[src/rtl/motoro3_line_step_sequencer_pkg.sv]
// motoro3 line-step sequencer: shared sizes, FSM encodings,
// shadow bundle and the lcStep wrap helper.
package motoro3_line_step_sequencer_pkg;

  localparam int STEP_NUM = 12;
  localparam int PLEN_W   = 12;
  localparam int SLEN_W   = 16;
  localparam int STEP_W   = 4;
  localparam int SPLIT_W  = 2;
  localparam int WIDE_W   = PLEN_W + 4;

  localparam logic [1:0] ST_IDLE    = 2'd0;
  localparam logic [1:0] ST_PRELOAD = 2'd1;
  localparam logic [1:0] ST_RUN     = 2'd2;

  localparam logic [PLEN_W-1:0] PWM_MIN_LEN = PLEN_W'(2);

  typedef struct packed {
    logic [SLEN_W-1:0]  sl;
    logic [SPLIT_W-1:0] smax;
  } seq_shadow_t;

  function automatic logic [STEP_W-1:0] step_next(
    input logic [STEP_W-1:0] s
  );
    return (s >= STEP_W'(STEP_NUM - 1)) ? '0 : s + STEP_W'(1);
  endfunction

endpackage

[src/rtl/motoro3_line_step_sequencer_pwm_period_counter.sv]
// PWM period counter: pcnt, len/plLen shadows, load-slot and
// last-clk strobes, and the registered high/low compare.
module motoro3_line_step_sequencer_pwm_period_counter
  import motoro3_line_step_sequencer_pkg::*;
(
  input  logic              clk,
  input  logic              rst,
  input  logic              en_i,
  input  logic [PLEN_W-1:0] len_want_i,
  input  logic [SLEN_W-1:0] pl_len_i,
  output logic              load_o,
  output logic              last_o,
  output logic              pwm_o
);

  logic [PLEN_W-1:0] pcnt_q, pcnt_d;
  logic [PLEN_W-1:0] len_q, len_d;
  logic [PLEN_W-1:0] len_new;
  logic [WIDE_W-1:0] pl_q, pl_d;
  logic [WIDE_W-1:0] pl_max, pl_in;
  logic              pwm_q, pwm_d;

  always_comb begin
    len_new = (len_want_i < PWM_MIN_LEN) ? PWM_MIN_LEN
                                         : len_want_i;
    pl_max  = WIDE_W'(len_new - PLEN_W'(1));
    pl_in   = WIDE_W'(pl_len_i);
    load_o  = en_i && (pcnt_q == '0);
    // len >= 2, so the load slot is never also the last clk
    last_o  = en_i && !load_o &&
              (pcnt_q == len_q - PLEN_W'(1));
    pwm_d   = en_i && !load_o &&
              (WIDE_W'(pcnt_q) <= pl_q);
    pcnt_d  = (!en_i || last_o) ? '0
                                : pcnt_q + PLEN_W'(1);
    len_d   = load_o ? len_new : len_q;
    pl_d    = pl_q;
    if (load_o) begin
      pl_d = (pl_in > pl_max) ? pl_max : pl_in;
    end
  end

  always_ff @(posedge clk) begin
    if (rst) begin
      pcnt_q <= '0;
      len_q  <= '0;
      pl_q   <= '0;
      pwm_q  <= 1'b0;
    end else begin
      pcnt_q <= pcnt_d;
      len_q  <= len_d;
      pl_q   <= pl_d;
      pwm_q  <= pwm_d;
    end
  end

  assign pwm_o = pwm_q;

endmodule

[src/rtl/motoro3_line_step_sequencer.sv]
// motoro3 line-step sequencer top: run FSM, lcStep/split/ppn
// walk and split shadows around the PWM period counter.
module motoro3_line_step_sequencer
  import motoro3_line_step_sequencer_pkg::*;
(
  input  logic               clk,
  input  logic               rst,
  input  logic               m3r_run,
  input  logic [PLEN_W-1:0]  m3r_pwmLenWant,
  input  logic [SPLIT_W-1:0] m3r_stepSplitMax,
  input  logic [SLEN_W-1:0]  slLen,
  input  logic [SLEN_W-1:0]  plLen,
  output logic [STEP_W-1:0]  lcStep,
  output logic [SPLIT_W-1:0] m3LpwmSplitStep,
  output logic               m3_pwmOut,
  output logic               m3_stepTick,
  output logic               m3_busy
);

  logic [1:0]         state_q, state_d;
  logic [STEP_W-1:0]  step_q, step_d;
  logic [SPLIT_W-1:0] split_q, split_d;
  logic [SLEN_W-1:0]  ppn_q, ppn_d;
  seq_shadow_t        sh_q, sh_d;
  logic               tick_q, tick_d;
  logic               run_en, load, last;
  logic               sl_end, sp_end;

  assign run_en = (state_q == ST_RUN);

  motoro3_line_step_sequencer_pwm_period_counter u_pwm (
    .clk        (clk),
    .rst        (rst),
    .en_i       (run_en),
    .len_want_i (m3r_pwmLenWant),
    .pl_len_i   (plLen),
    .load_o     (load),
    .last_o     (last),
    .pwm_o      (m3_pwmOut)
  );

  // >= rather than == keeps a shrunk split max from running away
  assign sl_end = (ppn_q >= sh_q.sl - SLEN_W'(1));
  assign sp_end = (split_q >= sh_q.smax);

  always_comb begin
    state_d = state_q;
    step_d  = step_q;
    split_d = split_q;
    ppn_d   = ppn_q;
    sh_d    = sh_q;
    tick_d  = 1'b0;
    case (state_q)
      ST_IDLE: begin
        if (m3r_run) state_d = ST_PRELOAD;
      end
      ST_PRELOAD: begin
        state_d = ST_RUN;
      end
      ST_RUN: begin
        if (load) begin
          sh_d.sl   = (slLen == '0) ? SLEN_W'(1) : slLen;
          sh_d.smax = m3r_stepSplitMax;
        end
        if (last) begin
          unique case (1'b1)
            !sl_end: begin
              ppn_d = ppn_q + SLEN_W'(1);
            end
            sl_end && !sp_end: begin
              ppn_d   = '0;
              split_d = split_q + SPLIT_W'(1);
            end
            sl_end && sp_end: begin
              ppn_d   = '0;
              split_d = '0;
              step_d  = step_next(step_q);
              tick_d  = 1'b1;
            end
          endcase
          if (!m3r_run) begin
            state_d = ST_IDLE;
            ppn_d   = '0;
          end
        end
      end
      default: state_d = ST_IDLE;
    endcase
  end

  always_ff @(posedge clk) begin
    if (rst) begin
      state_q <= ST_IDLE;
      step_q  <= '0;
      split_q <= '0;
      ppn_q   <= '0;
      sh_q    <= '0;
      tick_q  <= 1'b0;
    end else begin
      state_q <= state_d;
      step_q  <= step_d;
      split_q <= split_d;
      ppn_q   <= ppn_d;
      sh_q    <= sh_d;
      tick_q  <= tick_d;
    end
  end

  assign lcStep          = step_q;
  assign m3LpwmSplitStep = split_q;
  assign m3_stepTick     = tick_q;
  assign m3_busy         = (state_q != ST_IDLE);

endmodule
[config.mk]
export PLATFORM = sky130hd
export DESIGN_NAME = motoro3_line_step_sequencer
export DESIGN_NICKNAME = d
export VERILOG_FILES = /design/src/rtl/motoro3_line_step_sequencer_pkg.sv /design/src/rtl/motoro3_line_step_sequencer_pwm_period_counter.sv /design/src/rtl/motoro3_line_step_sequencer.sv
export SDC_FILE = /design/constraint.sdc
export NUM_CORES = 1
export LEC_CHECK = 0
export CAP_MARGIN = 20
export CORE_MARGIN = 3
export CORE_UTILIZATION = 40
export DETAILED_ROUTE_END_ITERATION = 10
export DONT_BUFFER_PORTS = 1
export HOLD_SLACK_MARGIN = 0.15
export REMOVE_ABC_BUFFERS = 1
export SLEW_MARGIN = 20
export SYNTH_ARGS = -nofsm -noshare
export SYNTH_HDL_FRONTEND = slang
export SYNTH_SLANG_ARGS = --single-unit
[constraint.sdc]
create_clock -name clk -period 15.01 [get_ports clk]
set_clock_uncertainty 0.1 [all_clocks]
set_input_delay 3.002 -clock clk [delete_from_list [all_inputs] [get_ports clk]]
set_output_delay 3.002 -clock clk [all_outputs]
set_load 0.01 [all_outputs]
# Yosys cells after proc, flatten, opt, wreduce, memory -nomap -nowiden
# Cells that the tools add are included.
# Widths: inputs -> output; s select.
[word_totals]
regBits = 84
[op_classes]
eq_ne = 6
reduce_logical = 24
bitwise_logic = 2
order_cmp = 6
muxes = 12
n_addsub = 7
[op_table]
columns = ["op", "count"]
rows = [
  ["$mux 16", 3],
  ["$pmux 16 s2", 1],
  ["$add 16x1->16 const B", 1],
  ["$ge 16x16->1", 1],
  ["$gt 16x16->1", 1],
  ["$le 12x16->1", 1],
  ["$logic_not 16->1", 1],
  ["$sub 16x1->16 const B", 1],
  ["$sub 12x1->13 const B", 1],
  ["$add 12x1->12 const B", 1],
  ["$eq 12x12->1", 1],
  ["$logic_not 12->1", 1],
  ["$lt 12x2->1 const B", 1],
  ["$mux 12", 1],
  ["$sub 12x1->12 const B", 1],
  ["$reduce_and 3->1", 3],
  ["$logic_and 1x1->1", 6],
  ["$mux 2", 3],
  ["$ne 2x2->1 const B", 3],
  ["$pmux 2 s3", 1],
  ["$add 4x1->4 const B", 1],
  ["$ge 4x4->1 const B", 1],
  ["$logic_not 1->1", 4],
  ["$mux 4", 1],
  ["other kinds (13)", 17],
]

# Depth between registers and ports, before layout
# Gate-level depths: netlist of run 1.
[depth]
ltp_word = 7
mapped_depth = 18
ltp_nobuf = 16

# Cells and area by module
# Synthesis of run 1 repeated with hierarchy kept, for this count alone.
[hier_totals]
hier_cells = 678
hier_area_um2 = 5609.1
[modules_own_cells]
columns = ["mod", "seq_area_each_um2", "instances", "area_per_inst_um2", "cells_per_inst"]
rows = [
  ["motoro3_line_step_sequencer_pwm_period_counter", 820.8, 1, 3015.4, 379],
  ["motoro3_line_step_sequencer", 860.8, 1, 2593.7, 299],
]

# Worst setup path after synthesis of run 1
# No wires, ideal clock.
[synth_timing]
path_kind = "input to register"
startpoint = "in m3r_pwmLenWant[8]"
endpoint = "reg u_pwm.pl_q[11]"
path_slack_ns = 7.839
setup_time_ns = 0.115
arrival_time_ns = 6.957
path_buffers = 2
path_stages = 18
required_time_ns = 14.795
path_cell_list = "or3_1 > nor3_1 > nand2_1 > o21ai_0 > ha_1 > nand2_1 > or3_1 > xor2_1 > ha_1 > nand4_1 > nor3_1 > a21boi_0 > a2111oi_0 > or2_2 > clkbuf_1 > buf_2 > o21ai_0 > o21a_1"
[synth_via]
elab_chain_len = 5
[synth_lines]
columns = ["item", "line", "text"]
rows = [
  ["start: declaration", "motoro3_line_step_sequencer.sv:9", "input logic [PLEN_W-1:0] m3r_pwmLenWant,"],
  ["$lt 12x2->1", "motoro3_line_step_sequencer_pwm_period_counter.sv:24", "len_new = (len_want_i < PWM_MIN_LEN) ? PWM_MIN_LEN"],
  ["$mux 12 *", "motoro3_line_step_sequencer_pwm_period_counter.sv:24", ""],
  ["$sub 12x1->13 *", "motoro3_line_step_sequencer_pwm_period_counter.sv:26", "pl_max = WIDE_W'(len_new - PLEN_W'(1));"],
  ["$gt 16x16->1", "motoro3_line_step_sequencer_pwm_period_counter.sv:39", "pl_d = (pl_in > pl_max) ? pl_max : pl_in;"],
  ["$mux 16 *", "motoro3_line_step_sequencer_pwm_period_counter.sv:39", ""],
  ["end signal: assignment", "motoro3_line_step_sequencer_pwm_period_counter.sv:52", "pl_q <= pl_d;"],
  ["end: declaration", "motoro3_line_step_sequencer_pwm_period_counter.sv:19", "logic [WIDE_W-1:0] pl_q, pl_d;"],
]
# Every way passes the cells marked *; elsewhere a longest branch is shown, timed or not.
# A chain may end at the register's enable or synchronous reset.

# Worst setup path after layout of run 1
[layout_timing]
startpoint = "in m3r_pwmLenWant[8]"
endpoint = "reg u_pwm.pl_q[15]"
# The elaborated chain is that of the path after synthesis.

==> results of run 1 <==
==> cells by family (layout without fill, tap and decap cells) <==
group | count (synthesis) | count (layout) | synth area share (%)
buffers and inverters | 63 | 50 | 4.60
multiplexers | 3 | 3 | 0.575
XOR/XNOR | 47 | 47 | 7.57
AO/OA/AOI/OAI | 160 | 160 | 18.0
flip-flops | 84 | 84 | 30.9
adder cells (fa/ha/maj) | 53 | 53 | 12.2
AND/OR/NAND/NOR | 273 | 273 | 26.1
==> registers in the layout, summed over array words and instances, names as in the netlist <==
name / count
ppn_q: 16
state_q: 2
u_pwm.pl_q: 16
m3LpwmSplitStep: 2
u_pwm.pcnt_q: 12
sh_q: 18
u_pwm.pwm_o: 1
u_pwm.len_q: 12
lcStep: 4
m3_stepTick: 1
==> power by group <==
part           total [mW]  switching, mW  internal (mW)  leakage [nW]
clock               0.233         0.0873          0.146         0.151
sequential          0.237        0.00703          0.230         0.680
combinational      0.0963         0.0535         0.0427          1.26
total               0.566          0.148          0.419          2.09
==> through the flow <==
stage | util (%) | cells | setup WS, ns | area, um^2 | hold slack (ns)
floorplan | - | 652 | 7.01 | 5310 | 0.330
global placement | 42.7 | 826 | 7.65 | 5550 | 0.339
detailed placement | 42.7 | 826 | 7.46 | 5550 | 0.347
CTS | 45.1 | 842 | 7.84 | 5860 | 0.355
global route | 45.2 | 842 | 7.49 | 5860 | 0.382
finish | 45.2 | 842 | 7.79 | 5860 | 0.353
==> layout make-up <==
type | count | area, um^2 | share of cell area (%)
Multi-Input combinational cell | 536 | 3520 | 60.0
Timing Repair Buffer | 2 | 15.0 | 0.256
Clock inverter | 4 | 73.8 | 1.26
Inverter | 32 | 120 | 2.05
Tap cell | 172 | 215 | 3.67
Clock buffer | 12 | 236 | 4.03
Sequential cell | 84 | 1680 | 28.7
==> layout by cell type, fill, tap and decap left out, drive strengths merged, types with 6 or more instances in the layout <==
master / Yosys / layout
nor3: 27 / 27
nor2b: 7 / 7
nor4: 15 / 15
nand4: 12 / 12
nor2: 44 / 44
and2: 7 / 7
xnor2: 31 / 31
a211oi: 6 / 6
a21oi: 66 / 66
o21ai: 32 / 32
nand3: 19 / 19
inv: 32 / 32
xor2: 16 / 16
clkbuf: 24 / 12
dfxtp: 84 / 84
o21a: 11 / 11
or3: 20 / 20
o31ai: 12 / 12
nand2: 79 / 79
or4: 14 / 14
ha: 53 / 53
==> critical path, stage by stage <==
cell                        delay, ns
sky130_fd_sc_hd__or3_1           0.41
sky130_fd_sc_hd__nor3_1          0.33
sky130_fd_sc_hd__nand2_1         0.09
sky130_fd_sc_hd__o21ai_0         0.39
sky130_fd_sc_hd__ha_1            0.34
sky130_fd_sc_hd__nand2_1         0.14
sky130_fd_sc_hd__or3_1           0.39
sky130_fd_sc_hd__xor2_1          0.17
sky130_fd_sc_hd__ha_1            0.30
sky130_fd_sc_hd__nand4_1         0.13
sky130_fd_sc_hd__nor3_1          0.23
sky130_fd_sc_hd__a21boi_0        0.26
sky130_fd_sc_hd__a2111oi_2       0.08
sky130_fd_sc_hd__buf_4           0.18
sky130_fd_sc_hd__or2_2           0.44
sky130_fd_sc_hd__and2_1          0.22
sky130_fd_sc_hd__o31a_1          0.24
==> how the worst max path moves through the flow <==
stage	startpoint	to	depth (start not counted)
6_report	m3r_pwmLenWant[8]	u_pwm.pl_q[15]$_SDFFE_PP0P_	17
3_5_place_dp	m3r_pwmLenWant[8]	u_pwm.pl_q[15]$_SDFFE_PP0P_	17
2_1_floorplan	m3r_pwmLenWant[8]	u_pwm.pl_q[12]$_SDFFE_PP0P_	16
3_3_place_gp	m3r_pwmLenWant[8]	u_pwm.pl_q[15]$_SDFFE_PP0P_	17
4_1_cts	m3r_pwmLenWant[8]	u_pwm.pl_q[15]$_SDFFE_PP0P_	17
5_1_grt	m3r_pwmLenWant[8]	u_pwm.pl_q[15]$_SDFFE_PP0P_	17
==> routing by layer <==
layer | routed length, um | share of wire, % | track usage, % | up-vias
met2 | 6560 | 48 | 32.5 | 98
met5 | 0 | 0 | 0 | -
met1 | 5930 | 44 | 23.2 | 2260
li1 | - | - | - | 2430
met4 | 304 | 2.2 | 7.98 | 0
met3 | 818 | 6.0 | 5.21 | 20
==> Implementation_results.wiki, run 1 <==
{| class="wikitable"
! Metric !! Value
|-
| Beginning of the worst hold path || sh_q[1]$_SDFFE_PP0P_
|-
| Largest cells by area after synthesis || sky130_fd_sc_hd__dfxtp_1, sky130_fd_sc_hd__ha_1, sky130_fd_sc_hd__a21oi_1
|-
| Initial core utilization || 41.9%
|-
| Routed wire length || 13600 um
|-
| Largest net degree at the start of global routing || 60
|-
| Vias in the first global route || 4763
|-
| Share of flip-flops with an asynchronous set or reset after synthesis || 0%
|-
| Post_cts resized || 0
|-
| Slew headroom || 45.5%
|-
| Antenna diodes || 0
|-
| Slew at the pin with the worst max-slew slack || 0.816 ns
|-
| Synthesized instance count || 683
|-
| Final RePlAce weighted congestion || 0.910
|-
| Number of enable-type register cells in the synthesized netlist || 0
|-
| Leak pwr || 2.09 nW
|-
| Layout cell share with drive strength beyond 1 || 4.33%
|-
| Startpoint of the worst register-to-register path || sh_q[4]$_SDFFE_PP0P_
|-
| Capture point of the worst reg-to-reg path || lcStep[0]$_SDFFE_PP0P_
|-
| Sum Neg Setup Slack || 0 ns
|-
| Fraction of the yosys area taken by sequential cells || 30.9%
|-
| Hold path endpoint || sh_q[1]$_SDFFE_PP0P_
|-
| Ys Warns || 0
|-
| Worst setup EP type || flop
|-
| Arrival time at the worst endpoint || 7.35 ns
|-
| DRC || 0
|-
| Detailed Place HPWL || 10400 um
|-
| Die Footprint || 15000 um^2
|-
| Longest Clk Path Bufs || 2
|-
| Max-cap check violation count || 0
|-
| Total Power Consumption || 0.566 mW
|-
| Clock period minus worst slack || 7.22 ns
|-
| Number of cell rows || 41
|-
| Data required time at the worst endpoint || 15.14 ns
|-
| Wire length of the first global-routing pass || 23100 um
|-
| Core box area || 13000 um^2
|-
| Highest clock frequency the design can meet || 139 MHz
|-
| Netlist area before placement || 5440 um^2
|-
| Number of unique standard cell types used by synthesis || 56
|-
| Final routed wire length divided by cell count || 16.2 um
|-
| Cell at the root of the clock tree || sky130_fd_sc_hd__clkbuf_16
|-
| Power density over the cells || 96.6 nW/um^2
|-
| Post-CTS setup-driven buffer insertion count || 0
|-
| Drt via density || 5.71
|-
| Proportion of netlist area held by the largest area contributor || 30.9%
|-
| Startpoint kind of the worst setup timing path || input pin
|-
| Vertical extent of the die || 123 um
|-
| Count of vias placed by the detailed router || 4808
|-
| # H-tree levels || 3
|-
| Hold WC Path Type || flop to flop
|-
| Unrepaired setup endpoints after global routing || no
|-
| Setup Crit Path Kind || input pin to flop
|-
| FF+latch count, synth || 84
|-
| Antenna violations before repair || 0
|-
| Top-level port count || 58
|-
| Count of input and output buffers || 0
|-
| Insertion delay of the later-clocked pin in the worst-skew pair || 0.34 ns
|-
| Synthesis-to-finish area growth || 7.78%
|-
| Clock Pin Slew Worst Setup and Hold Paths || 0.06 ns
|-
| Worst supply voltage drop on vdd || 58.6 uV
|-
| Worst setup slack for register-to-register paths || 11.06 ns
|-
| Die outline width || 123 um
|-
| R2R cell count || 11
|-
| Count of final hold-check violations || 0
|-
| Number of filler instances in the final layout || 1283
|-
| Count of nets after finishing || 767
|-
| Number of buffers created by CTS || 9
|-
| Leading register cell type out of synthesis || sky130_fd_sc_hd__dfxtp_1
|-
| Pre-antenna DRT Iters || 4
|-
| Cells on Worst Hold Path || 2
|-
| TritonCTS clock tree || done
|-
| Status || finished clean
|-
| Remaining number of nets flagged by the antenna check after routing || 0
|-
| Total setup violations reported at the end of the flow || 0
|-
| Share of the clock period used by the worst path || 48.1%
|-
| GR Util All Layers || 19.3%
|-
| Commonest cells in the netlist || sky130_fd_sc_hd__dfxtp_1, sky130_fd_sc_hd__nand2_1, sky130_fd_sc_hd__a21oi_1
|-
| Largest fanout on the critical path || 17
|-
| Most repeated cell in the gate-level netlist after synthesis || sky130_fd_sc_hd__dfxtp_1
|-
| Dominant cell type by area after synthesis || sky130_fd_sc_hd__dfxtp_1
|-
| Leftover overflow at the end of global routing || 0
|-
| Mean instance size in the synthesized netlist || 7.96 um^2
|-
| Number of pins with negative max-slew slack in the final report || 0
|-
| Count of clock tree sinks || 84
|-
| Number of hold-repair buffers added at the cts stage || 0
|-
| Number of violations reported at the end of detailed-routing iteration 0 || 216
|}
No activity file was read; power rests on OpenSTA's default activity.
==> inputs of run 2 (changes only) <==
clock period = 6.75 ns   (was 15.01 ns; I/O delays follow)
==> Implementation_results.wiki, run 2 (synthesized netlist as in run 1, its figures left out) <==
{| class="wikitable"
! Metric !! Value
|-
| Final RePlAce weighted congestion || 0.884
|-
| Post_cts resized || 0
|-
| Vertical extent of the die || 123 um
|-
| Count of vias placed by the detailed router || 4805
|-
| Final routed wire length divided by cell count || 16.4 um
|-
| Share of total power in the clock network || 39.3%
|-
| Routed wire length || 13800 um
|-
| Worst supply voltage drop on vdd || 95.1 uV
|-
| # H-tree levels || 3
|-
| Count of input and output buffers || 0
|-
| Clock period minus worst slack || 5.62 ns
|-
| Hold WC Path Type || flop to flop
|-
| Largest registers || sh_q: 18 flops, ppn_q: 16 flops, u_pwm.pl_q: 16 flops
|-
| Number of filler instances in the final layout || 1297
|-
| Cell at the root of the clock tree || sky130_fd_sc_hd__clkbuf_16
|-
| Leak pwr || 2.06 nW
|-
| Drt via density || 5.72
|-
| Remaining number of nets flagged by the antenna check after routing || 0
|-
| Power density over the cells || 210 nW/um^2
|-
| Setup Crit Path Kind || input pin to flop
|-
| R2R cell count || 9
|-
| Layout cell share with drive strength beyond 1 || 4.34%
|-
| Post-CTS setup-driven buffer insertion count || 0
|-
| Number of pins with negative max-slew slack in the final report || 0
|-
| Worst setup slack for register-to-register paths || 2.87 ns
|-
| Worst path depth || 17
|-
| Leftover overflow at the end of global routing || 0
|-
| Number of hold-repair buffers added at the cts stage || 0
|-
| Proportion of power drawn by flip-flops and latches || 43.1%
|-
| Cells on Worst Hold Path || 2
|-
| Part of the total power dissipated in combinational logic || 17.6%
|-
| Sequence of cells on the critical path || or3_1 -> nor3_1 -> nand2_1 -> o21ai_0 -> ha_1 -> nand2_1 -> or3_1 -> xor2_1 -> ha_1 -> nand4_1 -> nor3_1 -> a21boi_0 -> a2111oi_2 -> buf_4 -> or2_2 -> and2_1 -> o31a_1
|-
| Arrival time at the worst endpoint || 5.76 ns
|-
| Number of buffers created by CTS || 9
|-
| Psw || 0.336 mW
|-
| Unrepaired setup endpoints after global routing || no
|-
| Commonest cells after routing, fill and taps aside || sky130_fd_sc_hd__dfxtp_1, sky130_fd_sc_hd__nand2_1, sky130_fd_sc_hd__a21oi_1
|-
| Largest stage delay on the critical path || 0.45 ns
|-
| Startpoint kind of the worst setup timing path || input pin
|-
| Share of the clock period used by the worst path || 83.3%
|-
| Status || finished clean
|-
| Count of final hold-check violations || 0
|-
| Wire length of the first global-routing pass || 23100 um
|-
| Worst setup EP type || flop
|-
| Initial core utilization || 41.9%
|-
| Most common library cell in the layout ignoring fill and taps || sky130_fd_sc_hd__dfxtp_1
|-
| Slew at the pin with the worst max-slew slack || 0.821 ns
|-
| Insertion delay of the later-clocked pin in the worst-skew pair || 0.35 ns
|-
| Number of flip-flops under the largest register name || 18
|-
| Total non-filler cell area in the finished layout || 5830 um^2
|-
| Slew headroom || 45.1%
|-
| Max-cap check violation count || 0
|-
| Top-level port count || 58
|-
| Highest clock frequency the design can meet || 178 MHz
|-
| Sum Neg Setup Slack || 0 ns
|-
| Crit path launch || m3r_pwmLenWant[8]
|-
| Pre-antenna DRT Iters || 4
|-
| Clock Pin Slew Worst Setup and Hold Paths || 0.06 ns
|-
| TritonCTS clock tree || done
|-
| Count of clock tree sinks || 84
|-
| Fraction of power spent switching nets || 27.4%
|-
| Capture point of the worst reg-to-reg path || ppn_q[10]$_SDFFE_PP0P_
|-
| Largest fanout on the critical path || 17
|-
| Slowest cell on the critical path || sky130_fd_sc_hd__or2_2
|-
| Die outline width || 123 um
|-
| Count of nets after finishing || 767
|-
| Antenna diodes || 0
|-
| DRC || 0
|-
| Placed Instance Area || 5550 um^2
|-
| Detailed Place HPWL || 10400 um
|-
| Antenna violations before repair || 0
|-
| Largest net degree at the start of global routing || 60
|-
| Number of violations reported at the end of detailed-routing iteration 0 || 283
|-
| Synthesis-to-finish area growth || 7.25%
|-
| Startpoint of the worst register-to-register path || u_pwm.len_q[0]$_SDFFE_PP0P_
|-
| Largest register by flop count || sh_q
|-
| Die Footprint || 15000 um^2
|-
| GR Util All Layers || 19.4%
|-
| Longest Clk Path Bufs || 2
|-
| Total setup violations reported at the end of the flow || 0
|-
| Core box area || 13000 um^2
|-
| Worst path top cell family by delay || simple AND/OR/NAND/NOR gates
|-
| Worst setup endpoint || u_pwm.pl_q[14]$_SDFFE_PP0P_
|-
| Int Power || 0.889 mW
|-
| Number of buffer and inverter instances along the worst setup path || 1
|-
| Data required time at the worst endpoint || 6.89 ns
|-
| Vias in the first global route || 4788
|-
| Number of cell rows || 41
|}
==> run 2: changes by cell type in the layout (fill, tap and decap cells not counted) <==
| cell | delta |
|---|---|
| sky130_fd_sc_hd__clkinvlp_4 | +3 |
| sky130_fd_sc_hd__clkbuf_1 | -2 |
| sky130_fd_sc_hd__clkinv_4 | -1 |
| sky130_fd_sc_hd__clkinv_2 | -1 |
| sky130_fd_sc_hd__bufinv_16 | -1 |
==> run 2: how the worst min path moves through the flow <==
stage,startpoint,end
detailed placement,sh_q[1]$_SDFFE_PP0P_,sh_q[1]$_SDFFE_PP0P_
finish,sh_q[1]$_SDFFE_PP0P_,sh_q[1]$_SDFFE_PP0P_
floorplan,u_pwm.pl_q[0]$_SDFFE_PP0P_,u_pwm.pl_q[0]$_SDFFE_PP0P_
global placement,sh_q[1]$_SDFFE_PP0P_,sh_q[1]$_SDFFE_PP0P_
CTS,sh_q[1]$_SDFFE_PP0P_,sh_q[1]$_SDFFE_PP0P_
global route,sh_q[1]$_SDFFE_PP0P_,sh_q[1]$_SDFFE_PP0P_
==> run 2: power groups by stage <==
stage | logic, mW | clock network, mW | registers [mW]
finish | 0.216 | 0.481 | 0.527
CTS | 0.218 | 0.494 | 0.527
detailed placement | 0.217 | 0 | 0.538
floorplan | 0.172 | 0 | 0.533
global placement | 0.211 | 0 | 0.538
global route | 0.249 | 0.515 | 0.529
==> run 2: final cells by class <==
class                      count  area (um^2)  share of cell area, %
multi-input combinational    536         3520                   60.3
sequential                    84         1680                   28.8
clock buffer                  10          229                   3.93
tap                          172          215                   3.69
inverter                      32          120                   2.06
clock inverter                 4         52.6                  0.901
timing repair buffer           2         15.0                  0.257
==> run 2: routing by layer <==
layer	vias to the layer above	share of wire, %	global-route usage, %
met5	-	0	0
met4	0	2.5	7.00
met3	21	5.9	6.50
met2	99	48	32.7
met1	2257	44	22.8
li1	2428	-	-
==> run 2: worst register-to-register path, delay by kind of cell, from the launching register on <==
kind                       cells  cell delay, ns
buffers and inverters          1            0.09
adders and majority gates      1            0.18
AOI/OAI and AO/OA              3            1.18
and+or+nand+nor                2            1.27
muxes                          2            0.53
DFF                            1            0.38
==> run 2: through the flow <==
stage / util [%] / power (mW) / hold slack, ns / instances / setup WS (ns)
6_report: 44.9 / 1.22 / 0.349 / 840 / 1.13
5_1_grt: 44.9 / 1.29 / 0.375 / 840 / 0.758
4_1_cts: 44.9 / 1.24 / 0.349 / 840 / 1.14
3_5_place_dp: 42.7 / 0.755 / 0.340 / 826 / 0.782
3_3_place_gp: 42.7 / 0.748 / 0.339 / 826 / 0.999
2_1_floorplan: - / 0.705 / 0.330 / 652 / 0.402
